## src/rtl/alu_vec_sequencer.sv

```systemverilog
// Vector sequencer that streams element pairs through the lane ALU.
// Optional macro ALU_SEQ_CNT_EN adds a saturating elem_cnt output.
module alu_vec_sequencer #(
  parameter int DATA_W = 21,
  parameter int ADDR_W = 8,
  parameter int LEN_W  = 6
) (
  input  logic              clk,
  input  logic              rst,
  input  logic              in_valid,
  output logic              in_ready,
  input  logic [2:0]        in_funct,
  input  logic [LEN_W-1:0]  in_len,
  input  logic [ADDR_W-1:0] in_src1,
  input  logic [ADDR_W-1:0] in_src2,
  input  logic [ADDR_W-1:0] in_dst,
  output logic              rd_en,
  output logic [ADDR_W-1:0] rd_addr1,
  output logic [ADDR_W-1:0] rd_addr2,
  input  logic [DATA_W-1:0] rd_data1,
  input  logic [DATA_W-1:0] rd_data2,
  output logic              alu_flag,
  output logic [2:0]        alu_funct,
  output logic [DATA_W-1:0] alu_op1,
  output logic [DATA_W-1:0] alu_op2,
  input  logic [DATA_W-1:0] alu_result,
  output logic              wr_en,
  output logic [ADDR_W-1:0] wr_addr,
  output logic [DATA_W-1:0] wr_data,
  output logic              busy,
  output logic              done,
`ifdef ALU_SEQ_CNT_EN
  output logic              err,
  output logic [15:0]       elem_cnt
`else
  output logic              err
`endif
);

  typedef enum logic [1:0] {
    S_IDLE,
    S_RUN,
    S_DRAIN,
    S_DONE
  } state_t;

  state_t state;
  state_t state_nxt;

  logic [2:0]        funct_q;
  logic [LEN_W-1:0]  len_q;
  logic [ADDR_W-1:0] src1_q;
  logic [ADDR_W-1:0] src2_q;
  logic [ADDR_W-1:0] dst_q;
  logic              err_q;
  logic [LEN_W-1:0]  idx;
  logic              ex_vld;
  logic [ADDR_W-1:0] ex_addr;

  logic accept;
  logic legal;
  logic last_rd;

  assign accept  = in_valid && (state == S_IDLE);
  assign last_rd = (idx == len_q - LEN_W'(1));

  // Decode which function codes the lane ALU supports
  always_comb begin
    legal = 1'b0;
    unique case (in_funct)
      3'b000:  legal = 1'b1;
      3'b010:  legal = 1'b1;
      3'b011:  legal = 1'b1;
      default: legal = 1'b0;
    endcase
  end

  // State register
  always_ff @(posedge clk) begin
    if (rst) state <= S_IDLE;
    else     state <= state_nxt;
  end

  // Next-state logic
  always_comb begin
    state_nxt = state;
    unique case (state)
      S_IDLE: begin
        if (accept) begin
          if (!legal)            state_nxt = S_DONE;
          else if (in_len == '0) state_nxt = S_DONE;
          else                   state_nxt = S_RUN;
        end
      end
      S_RUN: begin
        if (last_rd) state_nxt = S_DRAIN;
      end
      S_DRAIN: state_nxt = S_DONE;
      S_DONE:  state_nxt = S_IDLE;
      default: state_nxt = S_IDLE;
    endcase
  end

  // Latched instruction, read index and exec-stage valid/address
  always_ff @(posedge clk) begin
    if (rst) begin
      funct_q <= '0;
      len_q   <= '0;
      src1_q  <= '0;
      src2_q  <= '0;
      dst_q   <= '0;
      err_q   <= 1'b0;
      idx     <= '0;
      ex_vld  <= 1'b0;
      ex_addr <= '0;
    end else begin
      if (accept) begin
        funct_q <= in_funct;
        len_q   <= in_len;
        src1_q  <= in_src1;
        src2_q  <= in_src2;
        dst_q   <= in_dst;
        err_q   <= !legal;
        idx     <= '0;
      end else if (state == S_RUN) begin
        idx <= idx + LEN_W'(1);
      end
      ex_vld <= (state == S_RUN);
      if (state == S_RUN) ex_addr <= dst_q + ADDR_W'(idx);
      else                ex_addr <= '0;
    end
  end

  // Outputs: read port in RUN, ALU drive and writeback from exec stage
  always_comb begin
    in_ready  = (state == S_IDLE);
    busy      = (state != S_IDLE);
    done      = (state == S_DONE);
    err       = (state == S_DONE) && err_q;
    rd_en     = (state == S_RUN);
    rd_addr1  = '0;
    rd_addr2  = '0;
    alu_flag  = ex_vld;
    alu_funct = funct_q;
    alu_op1   = '0;
    alu_op2   = '0;
    wr_en     = ex_vld;
    wr_addr   = '0;
    wr_data   = '0;
    if (state == S_RUN) begin
      rd_addr1 = src1_q + ADDR_W'(idx);
      rd_addr2 = src2_q + ADDR_W'(idx);
    end
    if (ex_vld) begin
      alu_op1 = rd_data1;
      alu_op2 = rd_data2;
      wr_addr = ex_addr;
      wr_data = alu_result;
    end
  end

`ifdef ALU_SEQ_CNT_EN
  // Count written elements, saturating at all-ones
  always_ff @(posedge clk) begin
    if (rst)
      elem_cnt <= '0;
    else if (wr_en && (elem_cnt != 16'hFFFF))
      elem_cnt <= elem_cnt + 16'd1;
  end
`endif

endmodule

```

## config.mk

```make
export PLATFORM = sky130hd
export DESIGN_NAME = alu_vec_sequencer
export DESIGN_NICKNAME = d
export VERILOG_FILES = /design/src/rtl/alu_vec_sequencer.sv
export SDC_FILE = /design/constraint.sdc
export NUM_CORES = 1
export LEC_CHECK = 0
export ABC_AREA = 0
export BUFFER_PORTS_ARGS = -buffer_cell sky130_fd_sc_hd__buf_2
export CAP_MARGIN = 20
export CORE_MARGIN = 5
export CORE_UTILIZATION = 40
export CTS_CLUSTER_SIZE = 16
export DETAILED_ROUTE_END_ITERATION = 12
export MAX_ROUTING_LAYER = met4
export PLACE_DENSITY = 0.77
export SETUP_SLACK_MARGIN = 0.2
export SYNTH_ARGS = -nofsm -noshare
export SYNTH_HDL_FRONTEND = slang
export SYNTH_SLANG_ARGS = --single-unit
```

## constraint.sdc

```tcl
create_clock -name clk -period 1.9 [get_ports clk]
set_input_delay 0.19 -clock clk [delete_from_list [all_inputs] [get_ports clk]]
set_output_delay 0.19 -clock clk [all_outputs]
set_load 0.01 [all_outputs]
```

==> results of run 1 <==
==> cells by family (layout without fill, tap and decap cells) <==
group | Yosys count | after routing
flops | 51 | 51
compound gates | 79 | 79
buf+inv | 34 | 241
xor+xnor | 19 | 19
simple gates | 208 | 208
mux | 10 | 10
other cells | 0 | 6
fa+ha+maj | 27 | 27
==> what timing repair did <==
action | 4_1_cts | 5_1_grt
gates resized for setup | 6 | 22
hold buffers | 0 | 0
setup buffers | 1 | 6
endpoints found under the setup margin | 19 | 52
pin swaps | 2 | 27
==> metrics by stage <==
stage	cell area [sq um]	util (%)	hold WS [ps]
2_1_floorplan	3411	-	326.0
3_3_place_gp	4604	56.32	429.9
3_5_place_dp	4604	56.32	440.1
4_1_cts	4727	57.82	102.0
5_1_grt	4921	60.19	104.3
6_report	4921	60.19	105.5
==> state kept, by name (all words and copies together) (netlist names) <==
signal,count
err_q,1
alu_funct,3
len_q,6
src2_q,8
idx,6
ex_addr,8
dst_q,8
alu_flag,1
src1_q,8
state,2
==> metal layers <==
metal  vias up  part of all wire (%)  routed length, um
met5         -                     0                  0
met4         0                   4.3                550
met3        34                   6.8                873
met2       143                    54               6830
met1      1707                    35               4502
li1       1816                     -                  -
==> worst max path at each step <==
stage                   to  slack (ps)  cells after the start
2_1_floorplan  rd_addr1[6]          30                      7
3_3_place_gp   rd_addr2[6]         -20                      8
3_5_place_dp   rd_addr2[6]        -100                      8
4_1_cts        rd_addr2[6]        -410                      8
5_1_grt        rd_addr2[6]        -580                      8
6_report       rd_addr2[6]        -470                      8
==> area by class of cell <==
cell class / instances / area (sq um) / share of cell area (%)
Multi-Input combinational cell: 343 / 2379 / 48.33
Inverter: 12 / 45.04 / 0.9153
Timing Repair Buffer: 221 / 1224 / 24.87
Tap cell: 105 / 131.4 / 2.670
Clock inverter: 3 / 26.28 / 0.5339
Antenna cell: 6 / 15.01 / 0.3051
Clock buffer: 5 / 68.82 / 1.398
Sequential cell: 51 / 1032 / 20.98
==> worst min-delay path: cells and delay by family <==
| kind | cells | cell delay, ps |
|---|---|---|
| AO/OA/AOI/OAI | 1 | 50 |
| buffers and inverters | 1 | 90 |
| AND/OR/NAND/NOR | 1 | 40 |
==> placed cells by master (no fill, tap or decap), drive strengths merged, types with 2 or more instances in the layout <==
| cell type | count |
|---|---|
| a211oi | 2 |
| a21o | 8 |
| a21oi | 49 |
| and2 | 86 |
| buf | 221 |
| clkbuf | 5 |
| dfxtp | 51 |
| diode | 6 |
| fa | 3 |
| ha | 24 |
| inv | 14 |
| mux2i | 10 |
| nand2 | 81 |
| nand2b | 14 |
| nand4 | 2 |
| nor2 | 16 |
| nor3 | 4 |
| o21a | 2 |
| o21ai | 5 |
| o21bai | 5 |
| o311a | 2 |
| or3 | 2 |
| xnor2 | 11 |
| xor2 | 8 |
==> power groups by stage <==
stage               clock, mW  combinational [mW]  sequential, mW
floorplan                   0                1.13            1.39
global placement            0                1.83            1.39
detailed placement          0                1.87            1.40
CTS                     0.684                1.90            1.38
global route            0.725                2.21            1.42
finish                  0.668                2.00            1.40
==> reports/summary.txt, run 1 <==
status: finished with violations
failing checks: setup timing
core area: 8175 sq um
port bufs: 195
mux cell area share after synthesis: 2.988%
GR peak layer: met2
Area contributors post-synth: dfxtp_1, and2_1, nand2_1, ha_1, a21oi_1
CTS tree: done
vias per cell: 4.960
cts bufs inserted: 5
RSZ-0062 raised after global routing: true
RR Startpoint: idx[1]
worst-path cell chain: ha_4, fa_2, a21o_1, a21oi_2, o21bai_1, a21oi_2, mux2i_1, buf_2
fin crit share: 124.7%
fin nets: 760
internal cell power: 2.410 mW
hold depth: 3
CTS Root Cell: clkbuf_8
CTS sink count: 51
Max-Cap Viols: 0
Detailed Route Iter0 Violations: 108
Layout Cells excl Fill: 746
DRC: 0
TNS Setup: -2782 ps
Avg Cell Area, Syn: 7.826 sq um
Worst-path clk slew: 110 ps
met3 Usage GRT: 4.132%
Mapped Area: 3349 sq um
r2r worst-path depth: 8
Post-synth ARST share: 0%
HPWL Detailed: 10.37 mm
Critical R2R Capture: ex_addr[7]
Final GP Congestion: 0.8962
max incr delay on CP: 380 ps
Max Freq: 422.1 MHz
CP max-delay cell: dfxtp_4
Initial DRT Pass Iterations: 5
clock power share: 16.4%
total routed wirelength: 12.76 mm
Crit. End Element: output port
grt met2 use: 43.76%
Leak: 2.622 nW
ANT nets after route: 0
Hold Crit Class: in -> reg
hold path start: in_dst[5]
Crit path top cell by count: a21oi_2
grt ovf: 0
CP Launch Type: flop
Synth Area in Compound Gates: 15.02%
Die H: 101.5 um
Worst Setup Path Type: reg -> out
row count: 33
main combinational cell family by area after synthesis: simple AND/OR/NAND/NOR gates
num ports: 196
die width: 101.5 um
DP Cell Count: 725
crit path time final: 2369 ps
number of distinct library cells after synthesis: 38
first-pass GRT wire length: 17.87 mm
Synthesized Nets: 554
Worst Path Arrival: 2180 ps
Layout fillers: 757
initial antenna violation count: 6
Max Slew Vio Count: 0
WHS Endpoint: dst_q[5]
list of most frequent post-synthesis cells: and2_1, nand2_1, dfxtp_1
Seq pwr share: 34.4%
gr usage total: 23.39%
Final WS setup: -469.2 ps
number of synthesized flops with an enable pin: 0
crit path max fanout: 4
final hold vios: 0
IR drop worst, VDD: 0.7111 mV
clock skew: 7.813 ps
CP Launch Point: idx[0]
Comb power frac: 49.2%
H-tree levels: 2
layout cells sized above 1: 42.20%
CP Buf/Inv Count: 1
top cell type's share of synthesized area: 30.48%
Required @ worst endpoint: 1710 ps
Skew-Pair Late Insertion Delay: 310 ps
sequential element share of the synthesized area: 30.48%
clock buffer depth: 2
Sw Ratio: 40.86%
Ys Warns: 0
R2R setup slack: 10 ps
Layout area overhead: 46.92%
switching power: 1.665 mW
Pwr Total: 4.074 mW
Yosys reg bits: 51
post-synthesis adder-cell area fraction: 10.76%
largest net degree at the start of global routing: 74
die area: 10,300 sq um
Worst-Margin Slew: 535.8 ps
CP top delay family: compound AO/OA/AOI/OAI gates
vias in the first global route: 3,538
pre-CTS setup slack: -98.89 ps
Slew headroom: 64.28%
Simple-Gate Fraction of Synth Area: 31.64%
Wirelength per Cell: 17.10 um
xor and xnor fraction of the mapped netlist area: 4.968%
met1 GRT Util: 22.98%
PD cells: 827.9 nW/um^2
top cell type by total area after synthesis: dfxtp_1
via count: 3,700
gate count of the mapped netlist: 428
final setup violation count: 11
Initial Util: 40.97%
Most used DFF post-synth: dfxtp_1
top-count cell post-synth: and2_1
Power figures use the tool's default switching activity.
==> run 2: changes to the inputs <==
--- a/config.mk
+++ b/config.mk
@@ -15,6 +15,7 @@
 export MAX_ROUTING_LAYER = met4
 export PLACE_DENSITY = 0.77
 export SETUP_SLACK_MARGIN = 0.2
+export SLEW_MARGIN = 20
 export SYNTH_ARGS = -nofsm -noshare
 export SYNTH_HDL_FRONTEND = slang
 export SYNTH_SLANG_ARGS = --single-unit
==> constraint.sdc (replaced) <==
create_clock -name clk -period 1.9 [get_ports clk]
set_input_delay 0.38 -clock clk [delete_from_list [all_inputs] [get_ports clk]]
set_output_delay 0.38 -clock clk [all_outputs]
set_load 0.01 [all_outputs]
==> run 2 against run 1 <==
Against the previous run:
- the flow still finishes with violations (setup timing)
- final cell count up 0.54%
- global-route usage is 0.42 points lower
- register-to-register slack about the same
- design area increased by 1.2%
- die area unchanged
- total power up 0.98%
- wire length decreased by 5.0%
- largest power group unchanged
==> reports/summary.txt, run 2 (synthesized netlist as in run 1, its figures left out) <==
clock skew: 13.45 ps (+5.636 ps)
hold depth: 3 (unchanged)
CP Buf/Inv Count: 1 (unchanged)
Die H: 101.5 um (unchanged)
IR drop worst, VDD: 0.5060 mV (-29%)
CTS tree: done
RR Startpoint: idx[0]
die width: 101.5 um (unchanged)
Final GP Congestion: 0.9056 (+1.0%)
Leak: 2.653 nW (+1.2%)
Comb power frac: 50.9% (+1.7 points)
CP max-delay cell: dfxtp_2
Critical R2R Capture: ex_addr[6]
Wirelength per Cell: 16.15 um (-5.5%)
R2R setup slack: 0 ps (about the same)
clock buffer depth: 2 (unchanged)
most common cell after layout, fill and taps aside: buf_2
crit path max fanout: 3 (-1)
die area: 10,300 sq um (unchanged)
Worst Setup Path Type: reg -> out
PD cells: 825.7 nW/um^2 (-0.27%)
Final WS setup: -600.9 ps (-131.7 ps)
ANT nets after route: 0 (unchanged)
clock power share: 15.2% (-1.2 points)
CP top delay family: compound AO/OA/AOI/OAI gates
DRC: 0 (unchanged)
TNS Setup: -4899 ps (-2118 ps)
gr usage total: 22.97% (-0.42 points)
via count: 3,688 (-0.32%)
fin crit share: 131.6% (+6.9 points)
worst-path cell chain: ha_4, fa_2, a21o_1, a21oi_2, o21bai_1, a21oi_1, mux2i_1, buf_2
CP Launch Point: idx[0]
register area: 1037 sq um (+0.48%)
status: finished with violations
Worst-path clk slew: 100 ps (about the same)
core area: 8175 sq um (unchanged)
crit path to: rd_addr1[6]
Required @ worst endpoint: 1520 ps (-190 ps)
Detailed Route Iter0 Violations: 93 (-14%)
Seq pwr share: 33.9% (-0.5 points)
row count: 33 (unchanged)
initial antenna violation count: 3 (-3)
grt ovf: 0 (unchanged)
largest net degree at the start of global routing: 74 (unchanged)
port bufs: 195 (unchanged)
vias in the first global route: 3,734 (+5.5%)
Max Freq: 399.9 MHz (-5.3%)
hold_ws: 291.0 ps (+185.4 ps)
Crit. End Element: output port
crit path time final: 2501 ps (+131.7 ps)
Skew-Pair Late Insertion Delay: 310 ps (about the same)
CTS Root Cell: clkbuf_8
RSZ-0062 raised after global routing: true
internal cell power: 2.479 mW (+2.9%)
fin nets: 767 (+0.92%)
cts bufs inserted: 5 (unchanged)
vias per cell: 4.917 (-0.86%)
switching power: 1.635 mW (-1.8%)
HPWL Detailed: 9.650 mm (-6.9%)
Max-Cap Viols: 0 (unchanged)
CP Launch Type: flop
H-tree levels: 2 (unchanged)
commonest cells after routing, fill and taps aside: buf_2, and2_1, nand2_1
failing checks: setup timing
total routed wirelength: 12.12 mm (-5.0%)
Multi-input gate area: 2355 sq um (-1.0%)
Layout fillers: 729 (-3.7%)
Worst-Margin Slew: 388.8 ps (-147.1 ps)
Initial Util: 40.97% (unchanged)
Slew headroom: 74.08% (+9.8 points)
final hold vios: 0 (unchanged)
CP Depth: 8 (unchanged)
max incr delay on CP: 350 ps (-30 ps)
layout cells sized above 1: 43.61% (+1.4 points)
fin area: 4982 sq um (+1.2%)
CTS sink count: 51 (unchanged)
Worst Path Arrival: 2120 ps (-60 ps)
Max Slew Vio Count: 0 (unchanged)
Hold Crit Class: in -> reg
placed cell areas: 4619 sq um (+0.33%)
num ports: 196 (unchanged)
Sw Ratio: 39.74% (-1.1 points)
pre-CTS setup slack: -290.5 ps (-191.6 ps)
first-pass GRT wire length: 17.91 mm (+0.19%)
final setup violation count: 15 (+4)
r2r worst-path depth: 8 (unchanged)
Layout area overhead: 48.75%
Initial DRT Pass Iterations: 4 (-1)
-- run 2: stage by stage --
step | instances | power (mW) | utilization (%)
finish | 750 | 4.114 | 60.94
floorplan | 428 | 2.522 | -
global route | 750 | 4.420 | 60.94
CTS | 744 | 4.030 | 59.57
global placement | 727 | 3.189 | 56.50
detailed placement | 727 | 3.248 | 56.50
-- run 2: worst min path at each step --
stage / start / end
after CTS: in_src1[3] / src1_q[3]
after global routing: in_src1[5] / src1_q[5]
after global placement: alu_funct[2] / alu_funct[2]
after floorplan: dst_q[0] / dst_q[0]
final: in_src1[3] / src1_q[3]
after detailed placement: alu_funct[2] / alu_funct[2]
-- run 2: final cells by class --
class | count | share of cell area [%]
antenna | 3 | 0.1507
clock buffer | 5 | 1.381
clock inverter | 3 | 0.3767
inverter | 12 | 0.9041
multi-input combinational | 343 | 47.26
sequential | 51 | 20.82
tap | 105 | 2.637
timing repair buffer | 228 | 26.47
-- run 2: power groups by stage --
| stage | Sequential, mW | Combinational, mW | Clock (mW) |
|---|---|---|---|
| after global routing | 1.42 | 2.31 | 0.686 |
| after CTS | 1.39 | 2.00 | 0.644 |
| after detailed placement | 1.40 | 1.85 | 0 |
| final | 1.40 | 2.09 | 0.623 |
| after global placement | 1.39 | 1.80 | 0 |
| after floorplan | 1.39 | 1.13 | 0 |
-- run 2: timing repair --
item                       4_1_cts  5_1_grt
pin swaps                       20        9
buffers inserted                 8        2
setup endpoints to repair       23       24
resized for setup               19       14
hold buffers                     0        0
cloned                           1        1
-- run 2: per-layer routing --
layer	track usage, %	up-vias	routed length [um]
met5	-	-	0
met4	10.74	0	335
met3	3.375	22	761
met2	45.22	133	6850
met1	21.36	1705	4168
li1	-	1828	-
-- run 2: tightest hold or removal path, stage by stage --
cell and delay (ps):
buf_2 90, nand2_1 40, a21oi_1 50
